--- config.mk ---
export PLATFORM = sky130hd
export DESIGN_NAME = serial_space_controller
export DESIGN_NICKNAME = d
export VERILOG_FILES = /design/src/rtl/serial_space_controller_pkg.sv /design/src/rtl/serial_space_controller_full_subtractor.sv /design/src/rtl/serial_space_controller.sv
export SDC_FILE = /design/constraint.sdc
export NUM_CORES = 1
export LEC_CHECK = 0
export CAP_MARGIN = 20
export CORE_MARGIN = 10
export CORE_UTILIZATION = 52
export DETAILED_ROUTE_END_ITERATION = 10
export PLACE_DENSITY = 0.87
export SYNTH_ARGS = -nofsm -noshare
export SYNTH_HDL_FRONTEND = slang
export SYNTH_SLANG_ARGS = --single-unit
--- constraint.sdc ---
create_clock -name clk -period 2 [get_ports clk]
set_input_delay 0.3 -clock clk [delete_from_list [all_inputs] [get_ports clk]]
set_output_delay 0.3 -clock clk [all_outputs]
set_load 0.005 [all_outputs]
--- src/rtl/serial_space_controller_pkg.sv ---
// Shared definitions for the parking-counter blocks: FSM state and operation
// encodings plus the WIDTH/CAPACITY legality helpers.
package serial_space_controller_pkg;

    typedef enum logic [1:0] {
        ST_IDLE   = 2'd0,
        ST_SHIFT  = 2'd1,
        ST_COMMIT = 2'd2
    } state_t;

    typedef enum logic {
        OP_ENTRY = 1'b0,
        OP_EXIT  = 1'b1
    } op_t;

    // CAPACITY must fit in the count and leave room for a non-empty lot.
    function automatic bit capacity_is_legal(input int width, input int capacity);
        return (width >= 1) && (width <= 31) &&
               (capacity >= 1) && (capacity <= ((1 << width) - 1));
    endfunction

    function automatic int idx_width(input int width);
        return (width > 1) ? $clog2(width) : 1;
    endfunction

endpackage

--- src/rtl/serial_space_controller_full_subtractor.sv ---
// One-bit full subtractor: diff = a - b - bin, with borrow out.
module serial_space_controller_full_subtractor (
    input  logic i_a,
    input  logic i_b,
    input  logic i_bin,
    output logic o_diff,
    output logic o_bout
);

    assign o_diff = i_a ^ i_b ^ i_bin;
    assign o_bout = (~i_a & i_b) | (~(i_a ^ i_b) & i_bin);

endmodule

--- src/rtl/serial_space_controller.sv ---
// Parking-lot free-space counter updated bit-serially through one full
// subtractor: entry subtracts 1, exit subtracts 2^WIDTH-1 (i.e. adds 1).
module serial_space_controller
    import serial_space_controller_pkg::*;
#(
    parameter int WIDTH    = 4,
    parameter int CAPACITY = 10
) (
    input  logic             clk,
    input  logic             reset,
    input  logic             entry_req,
    input  logic             exit_req,
    output logic [WIDTH-1:0] free_count,
    output logic             full,
    output logic             busy,
    output logic             entry_ack,
    output logic             exit_ack,
    output logic             entry_deny,
    output logic             exit_deny
);

    localparam int                IDX_W    = idx_width(WIDTH);
    localparam logic [WIDTH-1:0]  CAP_VAL  = WIDTH'(CAPACITY);
    localparam logic [IDX_W-1:0]  LAST_IDX = IDX_W'(WIDTH - 1);

    generate
        if (!capacity_is_legal(WIDTH, CAPACITY)) begin : g_bad_params
            $error("serial_space_controller: CAPACITY must be in 1..2^WIDTH-1");
        end
    endgenerate

    state_t             r_state;
    op_t                r_op;
    logic [WIDTH-1:0]   r_work;
    logic               r_borrow;
    logic [IDX_W-1:0]   r_bit_idx;
    logic [WIDTH-1:0]   r_count;
    logic               r_full;
    logic               r_busy;
    logic               r_entry_ack;
    logic               r_exit_ack;
    logic               r_entry_deny;
    logic               r_exit_deny;

    logic               w_sub_bit;
    logic               w_diff;
    logic               w_borrow_out;
    logic [WIDTH-1:0]   w_work_shifted;

    // Entry subtracts ...0001; exit subtracts ...1111, which is +1 modulo 2^WIDTH.
    assign w_sub_bit = (r_op == OP_EXIT) | (r_bit_idx == '0);

    serial_space_controller_full_subtractor u_fsub (
        .i_a    (r_work[0]),
        .i_b    (w_sub_bit),
        .i_bin  (r_borrow),
        .o_diff (w_diff),
        .o_bout (w_borrow_out)
    );

    generate
        if (WIDTH == 1) begin : g_shift_w1
            assign w_work_shifted = w_diff;
        end else begin : g_shift_wn
            assign w_work_shifted = {w_diff, r_work[WIDTH-1:1]};
        end
    endgenerate

    always_ff @(posedge clk) begin
        if (reset) begin
            r_state      <= ST_IDLE;
            r_op         <= OP_ENTRY;
            r_work       <= '0;
            r_borrow     <= 1'b0;
            r_bit_idx    <= '0;
            r_count      <= CAP_VAL;
            r_full       <= 1'b0;
            r_busy       <= 1'b0;
            r_entry_ack  <= 1'b0;
            r_exit_ack   <= 1'b0;
            r_entry_deny <= 1'b0;
            r_exit_deny  <= 1'b0;
        end else begin
            r_entry_ack  <= 1'b0;
            r_exit_ack   <= 1'b0;
            r_entry_deny <= 1'b0;
            r_exit_deny  <= 1'b0;

            case (r_state)
                ST_IDLE: begin
                    // Exit has priority; a simultaneous entry simply stays pending.
                    if (exit_req) begin
                        if (r_count == CAP_VAL) begin
                            r_exit_deny <= 1'b1;
                        end else begin
                            r_work    <= r_count;
                            r_borrow  <= 1'b0;
                            r_bit_idx <= '0;
                            r_op      <= OP_EXIT;
                            r_state   <= ST_SHIFT;
                            r_busy    <= 1'b1;
                        end
                    end else if (entry_req) begin
                        if (r_count == '0) begin
                            r_entry_deny <= 1'b1;
                        end else begin
                            r_work    <= r_count;
                            r_borrow  <= 1'b0;
                            r_bit_idx <= '0;
                            r_op      <= OP_ENTRY;
                            r_state   <= ST_SHIFT;
                            r_busy    <= 1'b1;
                        end
                    end
                end

                ST_SHIFT: begin
                    r_work   <= w_work_shifted;
                    r_borrow <= w_borrow_out;
                    if (r_bit_idx == LAST_IDX) begin
                        r_state <= ST_COMMIT;
                    end else begin
                        r_bit_idx <= r_bit_idx + IDX_W'(1);
                    end
                end

                ST_COMMIT: begin
                    // Final borrow is intentionally dropped: arithmetic is modulo 2^WIDTH.
                    r_count <= r_work;
                    r_full  <= (r_work == '0);
                    r_busy  <= 1'b0;
                    r_state <= ST_IDLE;
                    if (r_op == OP_EXIT) begin
                        r_exit_ack <= 1'b1;
                    end else begin
                        r_entry_ack <= 1'b1;
                    end
                end

                default: begin
                    r_state <= ST_IDLE;
                    r_busy  <= 1'b0;
                end
            endcase
        end
    end

    assign free_count = r_count;
    assign full       = r_full;
    assign busy       = r_busy;
    assign entry_ack  = r_entry_ack;
    assign exit_ack   = r_exit_ack;
    assign entry_deny = r_entry_deny;
    assign exit_deny  = r_exit_deny;

endmodule
==> After elaboration in Yosys (flattened, before gate mapping) <==
Cells that the tools add are included.
{ "word_totals": {"reg_bits": 20, "out_inout_bits": 10, "in_bits": 4, "wordCells": 83} }
{ "op_classes": {"n_mux": 32, "n_bitwise": 13, "n_reduce_logical": 14, "addsub": 1, "n_eq_ne": 11} }
{ "op_table": {"columns": ["op", "n"], "rows": [
  ["two-way mux 2 bit", 10],
  ["two-way mux 4 bit", 4],
  ["AND reduction 4 bit", 4],
  ["two-way mux 1 bit", 13],
  ["!= test 3 bit (second input constant)", 3],
  ["zero test 4 bit", 2],
  ["!= test 2 bit (second input constant)", 4],
  ["one-hot mux 2 bit (2 select lines)", 2],
  ["one-hot mux 4 bit (2 select lines)", 1],
  ["NOT 1 bit", 7],
  ["AND reduction 5 bit", 1],
  ["== test 2 bit (second input constant)", 2],
  ["== test 4 bit (second input constant)", 1],
  ["zero test 2 bit", 2],
  ["one-hot mux 1 bit (2 select lines)", 2],
  ["nonzero test 2 bit", 2],
  ["OR reduction 4 bit", 1],
  ["OR reduction 3 bit", 1],
  ["adder 2 x 1 -> 2 bit (second input constant)", 1],
  ["bitwise AND 1 bit", 2],
  ["== test 2 x 1 -> 1 bit (second input constant)", 1],
  ["bitwise OR 1 bit", 2],
  ["OR reduction 2 bit", 1],
  ["XOR 1 bit", 2]
]} }

==> Depth between registers and ports, before layout <==
Gate-level depths: netlist of the first run.
{ "logic_depth": {"word_depth": 7, "ltp_mapped": 7, "ltp_nobuf": 7} }

==> By module <==
A second synthesis of the first run with hierarchy kept.
{ "unflattened": {"hier_cells": 103, "hier_area_um2": 949.7} }
{ "modules_own_cells": {"columns": ["mod", "area_per_inst_um2", "cells_each", "seq_area_each_um2", "instances"], "rows": [
  ["serial_space_controller", 918.4, 99, 400.4, 1],
  ["serial_space_controller_full_subtractor", 31.3, 4, 0.0, 1]
]} }

==> Worst setup path after synthesis of the first run <==
No wires, ideal clock.
{ "synth_path": {"path_kind": "flip-flop to flip-flop", "startpoint": "register r_bit_idx[0]", "endpoint": "register r_work[3]", "t_required_ns": 1.868, "path_slack_ns": 0.327, "synth_period_minus_slack_ns": 1.673, "arrival_ns": 1.541, "setup_time_ns": 0.132, "path_stages_with_launch": 8, "n_path_buf": 0, "path_cell_list": "dfxtp_1 > inv_1 > ha_1 > nor2_1 > fa_1 > or2b_2 > o31ai_1 > a211oi_1"} }
{ "synth_via": {"elab_chain_len": 5} }
{ "synth_rtl": {"columns": ["element", "line_no", "source"], "rows": [
  ["start, declared", "serial_space_controller.sv:36", "logic [IDX_W-1:0] r_bit_idx;"],
  ["start signal, assigned", "serial_space_controller.sv:123", "r_bit_idx <= r_bit_idx + IDX_W'(1);"],
  ["zero test 2 bit", "serial_space_controller.sv:51", "assign w_sub_bit = (r_op == OP_EXIT) | (r_bit_idx == '0);"],
  ["bitwise OR 1 bit", "serial_space_controller.sv:51", null],
  ["XOR 1 bit (2 in a row)", "serial_space_controller_full_subtractor.sv:10", "assign o_diff = i_a ^ i_b ^ i_bin;"],
  ["one-hot mux 4 bit (2 select lines)", "serial_space_controller.sv:89", "case (r_state)"],
  ["end signal, assigned", "serial_space_controller.sv:96", "r_work <= r_count;"],
  ["end signal, assigned", "serial_space_controller.sv:107", "r_work <= r_count;"],
  ["end signal, assigned", "serial_space_controller.sv:118", "r_work <= w_work_shifted;"],
  ["end, declared", "serial_space_controller.sv:34", "logic [WIDTH-1:0] r_work;"]
]} }
No other way between the ends.
A chain may end at the register's enable or synchronous reset.

==> Worst setup path after layout of the first run <==
Same ends and word-level chain as after synthesis.

==> flow_summary.yaml, run 1 <==
outcome:
  outcome: "complete, no violations"
drt:
  vias: 846
  first_pass_iters: 4
  drc_errors: 0
  ant_nets: 0
  drt-total-wl_mm: 2.09
  drtIter0Drc: 20
  wire_per_inst_microns: 14.2
  vias_per_cell: 5.76
clocking:
  cts_buffers: 3
  clockRootBuffer: "clkbuf_4"
  cts_max_level: 1
  cts_resized: 0
  clk_latency_ns: 0.30
  ctsHoldBuffers: 0
  cts_setup_buffers: 0
  clkSinkCount: 20
  ctsLongestPathBuffers: 2
  clkTransAtPathRegs_ns: 0.10
  cts_tree: "done"
global_routing:
  use_met2_pct: 17.2
  grt_pass1_vias: 808
  antenna_found_initial: 0
  grt_max_degree: 19
  grt_pass1_wl_mm: 3.59
  overflow: 0
  use_met1_pct: 11.8
  grt_util_all_layers_pct: 10.6
  met3_usage_pct: 3.18
  grt_busiest_layer: "met2"
setup_path:
  arrival_ns: 1.96
  reg2reg_depth: 7
  crit_chain: "inv_1, ha_1, nor2_1, fa_1, or2b_2, o31ai_1, a211oi_1"
  cp-start-kind: "flip-flop"
  critPathSlowestCell: "fa_1"
  critPathMaxFanout: 4
  cp-end-kind: "flip-flop"
  required_ns: 2.19
  crit_end: "r_work[3]"
  slowest_delay_ns: 0.41
  r2r_slack_ns: 0.23
  rr_startpoint: "r_bit_idx[0]"
  rr_endpoint: "r_work[3]"
  worstSetupPathType: "flip-flop to flip-flop"
  cp-startpoint: "r_bit_idx[0]"
floorplanning:
  dieArea_sq_um: 4060
  dieWidth_microns: 63.7
  io-pin-count: 14
  start_util_pct: 56.3
  core_sq_um: 1760
  dieHeight_microns: 63.7
  row_count: 15
yosys:
  synth_nets: 118
  yosysMostFrequentCell: "dfxtp_1"
  yosys-top-cells-area: "dfxtp_1, nor2_1, buf_6"
  syn_avg_cell_area_sq_um: 8.95
  synth-edff-count: 0
  synth_common_cells: "dfxtp_1, nor2_1, inv_1"
  mappedNetlistArea_sq_um: 993
  synthesis.instances: 111
  yosys.area.top_type: "dfxtp_1"
  ys_async_sr_fraction_pct: 0
  yosys_register_bits: 20
  synthFlopType: "dfxtp_1"
  yosysTopAreaCellShare_pct: 40.3
  yosys_warnings: 0
  synth-seq-area-share_pct: 40.3
  synth_cell_type_count: 40
cells_and_area:
  fillers: 156
  drive_gt1_share_pct: 9.02
  area_delta_synth_final_pct: 13.6
  antenna_cells: 0
  nNetsFinal: 131
sta:
  tns_ns: 0
  clock.fmax_ghz: 0.566
  hold_slack_ns: 0.482
  hold_violations: 0
  finalSetupViolations: 0
  rsz0062_at_grt: "no"
  worstMarginPinSlew_ns: 0.502
  max_slew_margin_pct: 66.5
  post-route-min-period_ns: 1.77
  post-route-period-util_pct: 88.3
  drv_slew: 0
  skew_ns: 0.00136
placement:
  hpwl_mm: 1.53
  io_buffers: 13
  place_congestion: 0.828
min_path:
  hold_class: "flip-flop to flip-flop"
flow_run:
  cap_violations: 0
power_and_ir_drop:
  vdd_drop_max_uv: 409
  p_total_mw: 0.747
  power_density_nw_per_um2: 662
  p_leak_nw: 0.424
-- registers in the layout, summed over array words and instances, names as in the netlist --
| register | flops |
|---|---|
| free_count | 4 |
| r_work | 4 |
| r_bit_idx | 2 |
| r_state | 2 |
| busy | 1 |
| entry_ack | 1 |
| entry_deny | 1 |
| exit_ack | 1 |
| exit_deny | 1 |
| full | 1 |
| r_borrow | 1 |
| r_op | 1 |
-- per-stage QoR --
| step | area, sq um | instances | worst slack [ns] | util (%) |
|---|---|---|---|---|
| 2_1_floorplan | 993 | 111 | 0.327 | - |
| 3_3_place_gp | 1110 | 144 | 0.169 | 62.7 |
| 3_5_place_dp | 1110 | 144 | 0.105 | 62.7 |
| 4_1_cts | 1130 | 147 | 0.222 | 64.0 |
| 5_1_grt | 1130 | 147 | 0.170 | 64.0 |
| 6_report | 1130 | 147 | 0.234 | 64.0 |
-- cell usage in the layout (no fill, tap or decap), types with 2 or more instances in the layout --
master / instances
o21a_1: 3
a21o_1: 2
a211oi_1: 2
ha_1: 2
nor4_1: 2
clkdlybuf4s50_1: 13
nor3_1: 8
o22ai_1: 2
nand2b_1: 3
dfxtp_1: 20
a211o_1: 2
and3_1: 2
inv_1: 10
clkbuf_4: 3
buf_4: 3
nor2_1: 16
o31ai_1: 2
a21oi_1: 6
-- area by class of cell --
type | instances | area [sq um] | share of cell area, %
multi-input combinational | 73 | 484 | 42.9
inverter | 10 | 37.5 | 3.33
clock buffer | 3 | 22.5 | 2.00
timing repair buffer | 16 | 153 | 13.5
sequential | 20 | 400 | 35.5
tap | 25 | 31.3 | 2.77
-- kinds of logic after synthesis --
group,after synthesis,synth area share [%]
simple gates,41,22.2
compound gates,28,21.0
fa+ha+maj,3,4.53
flops,20,40.3
mux,1,1.01
buf+inv,18,11.0
-- power by group --
group / switching (mW) / internal [mW] / leakage, nW
clock: 0.116 / 0.0702 / 0.0138
sequential: 0.0225 / 0.419 / 0.164
combinational: 0.0583 / 0.0597 / 0.247
-- layer usage --
metal	wire [microns]	vias to the layer above	part of all wire, %
met5	0	-	0
met4	45	0	2.2
met3	108	6	5.2
met2	1020	24	49
met1	917	395	44
li1	-	421	-
-- worst min-delay path by stage --
stage / startpoint / endpoint / slack, ns / cells past startpoint
after floorplan: r_op / entry_ack / 0.44 / 1
after global placement: busy / busy / 0.45 / 1
after detailed placement: busy / busy / 0.46 / 1
after CTS: busy / busy / 0.49 / 1
after global routing: busy / busy / 0.52 / 1
final: busy / busy / 0.48 / 1
-- worst max-delay path, delay by kind of cell (launching register included) --
family,cells,cell delay (ns)
buffers and inverters,1,0.08
AOI/OAI and AO/OA,2,0.16
DFF,1,0.39
and+or+nand+nor,2,0.42
adders and majority gates,2,0.60
Power figures use the tool's default switching activity.
==> run 2: changes to the inputs <==
--- a/config.mk
+++ b/config.mk
@@ -6,6 +6,7 @@
 export NUM_CORES = 1
 export LEC_CHECK = 0
 export CAP_MARGIN = 20
+export CORE_ASPECT_RATIO = 1.1
 export CORE_MARGIN = 10
 export CORE_UTILIZATION = 52
 export DETAILED_ROUTE_END_ITERATION = 10
==> flow_summary.yaml, run 2 (synthesis results as in run 1) <==
floorplanning:
  dieWidth_microns: 61.7
  start_util_pct: 55.1
  row_count: 16
  io-pin-count: 14
  core_sq_um: 1800
  dieArea_sq_um: 4060
  dieHeight_microns: 65.8
drt:
  wire_per_inst_microns: 15.0
  dr_wl_met2_mm: 1.01
  wl_met1_microns: 920
  vias: 842
  drt-total-wl_mm: 2.11
  first_pass_iters: 4
  drtIter0Drc: 28
  ant_nets: 0
  vias_per_cell: 5.97
  wl_met3_microns: 148
  drc_errors: 0
  maxUsedRoutingLayer: "met4"
setup_path:
  cp-start-kind: "flip-flop"
  rr_startpoint: "r_bit_idx[0]"
  critPathMaxFanout: 4
  r2r_slack_ns: 0.22
  cp-end-kind: "flip-flop"
  rr_endpoint: "r_work[3]"
  reg2reg_depth: 7
  worstSetupPathType: "flip-flop to flip-flop"
  arrival_ns: 1.97
  required_ns: 2.19
sta:
  tns_ns: 0
  finalSetupViolations: 0
  skew_ns: 0.00341
  rsz0062_at_grt: "no"
  hold_violations: 0
  drv_slew: 0
  post-route-period-util_pct: 89.1
  max_slew_margin_pct: 65.1
  clock.fmax_ghz: 0.561
  worstMarginPinSlew_ns: 0.523
  post-route-min-period_ns: 1.78
global_routing:
  grt_pass1_wl_mm: 3.44
  grt_max_degree: 19
  grt_util_all_layers_pct: 10.9
  grt_pass1_vias: 765
  antenna_found_initial: 0
  overflow: 0
power_and_ir_drop:
  vdd_drop_max_uv: 444
  p_leak_nw: 0.430
  p_total_mw: 0.748
  power_density_nw_per_um2: 664
clocking:
  cts_max_level: 1
  clkTransAtPathRegs_ns: 0.11
  cts_resized: 0
  cts_setup_buffers: 0
  ctsHoldBuffers: 0
  cts_buffers: 3
  clockRootBuffer: "clkbuf_4"
  ctsLongestPathBuffers: 2
  clk_latency_ns: 0.30
  clkSinkCount: 20
  cts_tree: "done"
cells_and_area:
  mostFrequentLayoutCells: "dfxtp_1, nor2_1, clkdlybuf4s50_1"
  area_delta_synth_final_pct: 13.5
  multi_input_area_sq_um: 484
  final_common_cell: "dfxtp_1"
  fillers: 164
  antenna_cells: 0
  drive_gt1_share_pct: 9.76
  nNetsFinal: 132
  seqCellArea_sq_um: 400
placement:
  hpwl_mm: 1.56
  io_buffers: 13
  place_congestion: 0.821
min_path:
  holdPathEnd: "busy"
  hold_class: "flip-flop to flip-flop"
  worstHoldStart: "busy"
  worstHoldPathCells: 1
outcome:
  outcome: "complete, no violations"
flow_run:
  cap_violations: 0
## run 2: worst max path at each step
stage | start | end | slack, ns | depth (start not counted)
global route | r_bit_idx[0] | r_work[3] | 0.14 | 7
CTS | r_bit_idx[0] | r_work[3] | 0.20 | 7
floorplan | r_bit_idx[0] | r_work[3] | 0.33 | 7
finish | r_bit_idx[0] | r_work[3] | 0.22 | 7
global placement | exit_req | r_work[0] | 0.17 | 5
detailed placement | exit_req | r_work[0] | 0.11 | 5
## run 2: metrics by stage
step / area (sq um) / cells / setup slack (ns) / hold slack [ns] / util [%]
floorplan: 993 / 111 / 0.327 / 0.442 / -
global placement: 1100 / 138 / 0.174 / 0.451 / 61.3
detailed placement: 1100 / 138 / 0.114 / 0.458 / 61.3
CTS: 1130 / 141 / 0.203 / 0.487 / 62.6
global route: 1130 / 141 / 0.139 / 0.501 / 62.6
finish: 1130 / 141 / 0.217 / 0.486 / 62.6
## run 2: area by class of cell
cell class | instances | area share, %
well taps | 18 | 2.00
flip-flops and latches | 20 | 35.5
inverters | 10 | 3.33
repair buffers | 17 | 14.2
clock buffers | 3 | 2.00
multi-input cells | 73 | 43.0
## run 2: worst max-delay path, cell delays in order, from the launching register on
cell	delay, ns
dfxtp_1	0.39
inv_1	0.07
ha_1	0.19
nor2_1	0.15
fa_1	0.40
or2b_2	0.30
o31ai_1	0.07
a211oi_1	0.11
## run 2: where the power goes
part / internal (mW) / total, mW / switching, mW
logic: 0.0588 / 0.117 / 0.0581
clock network: 0.0703 / 0.188 / 0.118
registers: 0.419 / 0.443 / 0.0239
## run 2: metal layers
metal / up-vias / track usage (%)
met5: - / 0
met4: 0 / 4.19
met3: 4 / 2.69
met2: 23 / 18.2
met1: 394 / 12.9
li1: 421 / -
==> run 3: changes to the inputs <==
--- a/config.mk
+++ b/config.mk
@@ -10,6 +10,7 @@
 export CORE_MARGIN = 10
 export CORE_UTILIZATION = 52
 export DETAILED_ROUTE_END_ITERATION = 10
+export GPL_ROUTABILITY_DRIVEN = 0
 export PLACE_DENSITY = 0.87
 export SYNTH_ARGS = -nofsm -noshare
 export SYNTH_HDL_FRONTEND = slang
==> results of run 3 <==
The final DEF is identical to that of run 2; final timing and power are the same.
==> RTL edit 1 (settings of run 2) <==
The parameter `CAPACITY` goes from 10 to 5.
--- a/src/rtl/serial_space_controller.sv
+++ b/src/rtl/serial_space_controller.sv
@@ -5,5 +5,5 @@
 #(
     parameter int WIDTH    = 4,
-    parameter int CAPACITY = 10
+    parameter int CAPACITY = 5
 ) (
     input  logic             clk,
Check against the original RTL: not equivalent (a bounded check fails within 4 cycles, from zero or initial values and one cycle with reset high).
==> RTL edit 1 against run 2 <==
  * Hold slack got worse by 0.026 ns
  * Worst setup slack improved by 0.072 ns
  * Synthesized area fell by 2.6%
  * Total power is 5.0% higher
  * Largest power group unchanged
  * Via count fell by 2.1%
  * Highest routed layer unchanged
  * Routed wire length shrank 2.9%
  * Sequential share of layout area is 0.81 points lower
  * Non-clock buffer count is 1 higher
  * First-iteration DRC count shrank 36%
  * Final area is 2.3% higher
  * Critical path type is now flop to output pin
  * Critical endpoint is now free_count[1]
  * Sequential cell count is the same
  * Die area is 1.8% lower
==> RTL edit 1: results (changes against run 2) <==
metric,value,unit,change
Synth area leaders,"dfxtp_1 41%, nor2_1 7.8%, o221a_1 3.5%, nor3_1 3.1%, a2111oi_4 2.8%",,"was dfxtp_1 40%, nor2_1 6.0%, buf_6 4.5%, nor3_1 4.0%, inv_1 3.8%"
average wire per standard cell,14.8,um,was 15.0 um
Crit path max-delay family,buffers and inverters,,was adder cells
Final Wtd Congestion,0.884,,was 0.821
Critical-path top delay cell,clkdlybuf4s50_1,,was fa_1
min-delay src,r_op,,was busy
reg2reg path depth,4,,was 7
"Data arrival, critical path",1.41,ns,was 1.97 ns
FF-to-FF setup slack,0.36,ns,was 0.22 ns
via count,824,,was 842
Post-Place Cells,135,,was 138
DR WL met2,995,um,was 1010 um
Fillers,157,,was 164
GR Util All Layers,11.0,%,was 10.9%
Avg Inst Size Synth,9.21,um^2,was 8.95 um^2
"Max FO, Critical Path",7,,was 4
run status,"finished, final reports clean",,unchanged
proportion of layout cells with a drive suffix above 1,15.8,%,was 9.76%
vias in the first global route,797,,was 765
met2 Track Usage GR,18.0,%,was 18.2%
synth cell count leaders,"20 x dfxtp_1, 20 x nor2_1, 7 x inv_1, 6 x nor3_1, 4 x clkbuf_1",,"was 20 x dfxtp_1, 16 x nor2_1, 10 x inv_1, 8 x nor3_1, 6 x a21oi_1"
Worst Hold Endpoint,entry_ack,,was busy
Layout Skew,0.00137,ns,was 0.00341 ns
largest net degree at the start of global routing,15,,was 19
Slew headroom,66.9,%,was 65.1%
register area share after synthesis,41.4,%,was 40.3%
Pleak,0.447,nW,was 0.430 nW
critical path class,flop to output pin,,was flop to flop
global-route wire length before repair,3390,um,was 3440 um
met3 usage,3.27,%,was 2.69%
[RTL edit 1: how the worst max path moves through the flow]
stage                  startpoint             to  slack [ns]  depth (start not counted)
CTS                 free_count[1]  free_count[1]        0.29                          1
finish              free_count[1]  free_count[1]        0.29                          1
global placement         exit_req      r_work[1]        0.04                          5
detailed placement       exit_req      r_work[1]       -0.02                          5
global route             exit_req      r_work[1]        0.23                          5
floorplan           free_count[3]   r_bit_idx[1]        0.47                          4
[RTL edit 1: report_power, final]
group / switching (mW) / internal [mW] / leakage [nW]
registers: 0.0310 / 0.425 / 0.164
logic: 0.0736 / 0.0734 / 0.269
clock network: 0.112 / 0.0703 / 0.0138
[RTL edit 1: cells by family after synthesis]
kind of cell               after synthesis  share of synthesized area [%]
adders and majority gates                3                           4.66
buffers and inverters                   13                           5.43
AOI/OAI and AO/OA                       20                           20.2
muxes                                    2                           2.07
and+or+nand+nor                         47                           26.3
DFF                                     20                           41.4
[RTL edit 1: stage by stage]
stage | setup slack (ns) | TNS (ns) | hold WS (ns) | cell area (um^2)
after floorplan | 0.465 | 0 | 0.426 | 967
after global placement | 0.0419 | 0 | 0.437 | 1130
after detailed placement | -0.0185 | -0.0185 | 0.441 | 1130
after CTS | 0.285 | 0 | 0.456 | 1150
after global routing | 0.228 | 0 | 0.478 | 1150
final | 0.289 | 0 | 0.460 | 1150
[RTL edit 1: cell type report]
cell class                      instances  area, um^2  area share (%)
Multi-Input combinational cell         72         514            44.6
Sequential cell                        20         400            34.7
Timing Repair Buffer                   18         168            14.5
Inverter                                7        26.3            2.28
Clock buffer                            3        22.5            1.95
Tap cell                               18        22.5            1.95
==> RTL edit 2 (config.mk and constraints of run 2) <==
Without the edit above. Register the output `free_count` once more, without a reset; this adds one clock of latency there. The other outputs are not delayed to match.
--- a/src/rtl/serial_space_controller.sv
+++ b/src/rtl/serial_space_controller.sv
@@ -146,5 +146,7 @@
     end
 
-    assign free_count = r_count;
+    always_ff @(posedge clk) begin
+        free_count <= r_count;
+    end
     assign full       = r_full;
     assign busy       = r_busy;
Behaviour: not the same (Yosys sat finds a counterexample within 4 cycles, from zero or initial values and one cycle with reset high).
==> RTL edit 2 against run 2 <==
  * Total power grew 36%
  * Routed wire length grew 5.5%
  * Sequential cell count grew 4
  * Final cell count grew 5.7%
  * Final area grew 14%
  * Synthesized area grew 6.8%
  * Worst setup slack lost 0.034 ns
  * Non-clock buffer count grew 1
  * Clock power grew 88%
  * Sequential share of layout area grew 1.7 points
  * Highest routed layer unchanged
==> RTL edit 2: results (changes against run 2) <==
metric,value,unit,change
Layout Skew,0.00301,ns,was 0.00341 ns
"Net count, final",129,,was 132
GR Util All Layers,11.4,%,was 10.9%
worst-margin pin slew,0.414,ns,was 0.523 ns
"Req. time, crit path",2.23,ns,was 2.19 ns
Min-Delay Path Class,flop to flop,,unchanged
clk_lat worst skew,0.32,ns,was 0.30 ns
"Max FO, Critical Path",3,,was 4
synth cell count leaders,"24 x dfxtp_1, 14 x nor2_1, 6 x inv_1, 6 x mux2i_1",,"was 20 x dfxtp_1, 16 x nor2_1, 10 x inv_1, 8 x nor3_1, 6 x a21oi_1"
Final Wtd Congestion,0.867,,was 0.821
post-DP HPWL,1560,um,about the same
max incr delay on CP,0.42,ns,was 0.40 ns
DR iter-0 viols,26,,was 28
via count,832,,was 842
hold path cells,2,,was 1
async set-reset flop share out of synthesis,0,%,unchanged
ANT cells,0,,unchanged
vias in the first global route,801,,was 765
H-tree depth,1,,unchanged
peak supply drop,0.407,mV,was 0.444 mV
Synth area leaders,"dfxtp_1 45%, mux2i_1 5.7%, nor2_1 5.0%, mux2_2 4.2%, o221ai_4 2.5%",,"was dfxtp_1 40%, nor2_1 6.0%, buf_6 4.5%, nor3_1 4.0%, inv_1 3.8%"
"Reg clk slew, reported paths",0.13,ns,was 0.11 ns
Post-Place Cell Area,1240,um^2,was 1100 um^2
pre-CTS setup slack,0.00411,ns,was 0.114 ns
register area share after synthesis,45.3,%,was 40.3%
Netlist cell types,38,,was 40
fin cells,149,,was 141
syn nets,111,,was 118
Pleak,0.519,nW,was 0.430 nW
run status,"finished, final reports clean",,unchanged
final hold violations,0,,unchanged
largest net degree at the start of global routing,17,,was 19
global-route wire length before repair,3770,um,was 3440 um
Routed Wire Length,2230,um,was 2110 um
Avg Inst Size Synth,10.2,um^2,was 8.95 um^2
proportion of layout cells with a drive suffix above 1,15.7,%,was 9.76%
Critical-path top delay cell,dfxtp_1,,was fa_1
-- RTL edit 2: worst paths after layout --
kind                              startpoint   endpoint  slack (ns)
worst min register to register          busy       busy        0.47
worst max-delay path            r_bit_idx[1]  r_work[3]        0.18
worst min-delay path                    busy       busy        0.47
worst max register to register  r_bit_idx[1]  r_work[3]        0.18
-- RTL edit 2: cell families (layout without fill, tap and decap cells) --
group           Yosys count  in the layout  synth area share, %
simple gates             39             39                 20.6
flops                    24             24                 45.3
compound gates           17             17                 15.3
buf+inv                  11             28                 4.60
mux                      10             10                 9.91
fa+ha+maj                 3              3                 4.24
-- RTL edit 2: power by group --
group	switching, mW	internal, mW	total, mW
combinational	0.0728	0.0757	0.149
sequential	0.0152	0.499	0.514
clock	0.150	0.203	0.353
-- RTL edit 2: per-layer routing --
metal / share of wire [%] / up-vias / wire length [um] / global-route usage (%)
met5: 0 / - / 0 / 0
met1: 43 / 392 / 968 / 12.2
met2: 48 / 22 / 1070 / 18.9
met3: 3.9 / 10 / 87 / 3.47
met4: 4.7 / 0 / 104 / 8.94
li1: - / 408 / - / -
-- RTL edit 2: final cells by class --
cell class                 instances  area [um^2]
timing repair buffer              18          168
sequential                        24          480
inverter                           6         22.5
tap                               28         35.0
clock buffer                       3         22.5
fill                             152          688
multi-input combinational         69          532
clock inverter                     1         30.0
-- RTL edit 2: worst register-to-register path: stages (launching register included) --
cell	delay, ns
dfxtp_1	0.42
inv_1	0.09
ha_1	0.18
nor2_1	0.17
fa_1	0.42
mux2i_1	0.14
nor2_1	0.05
mux2_2	0.26
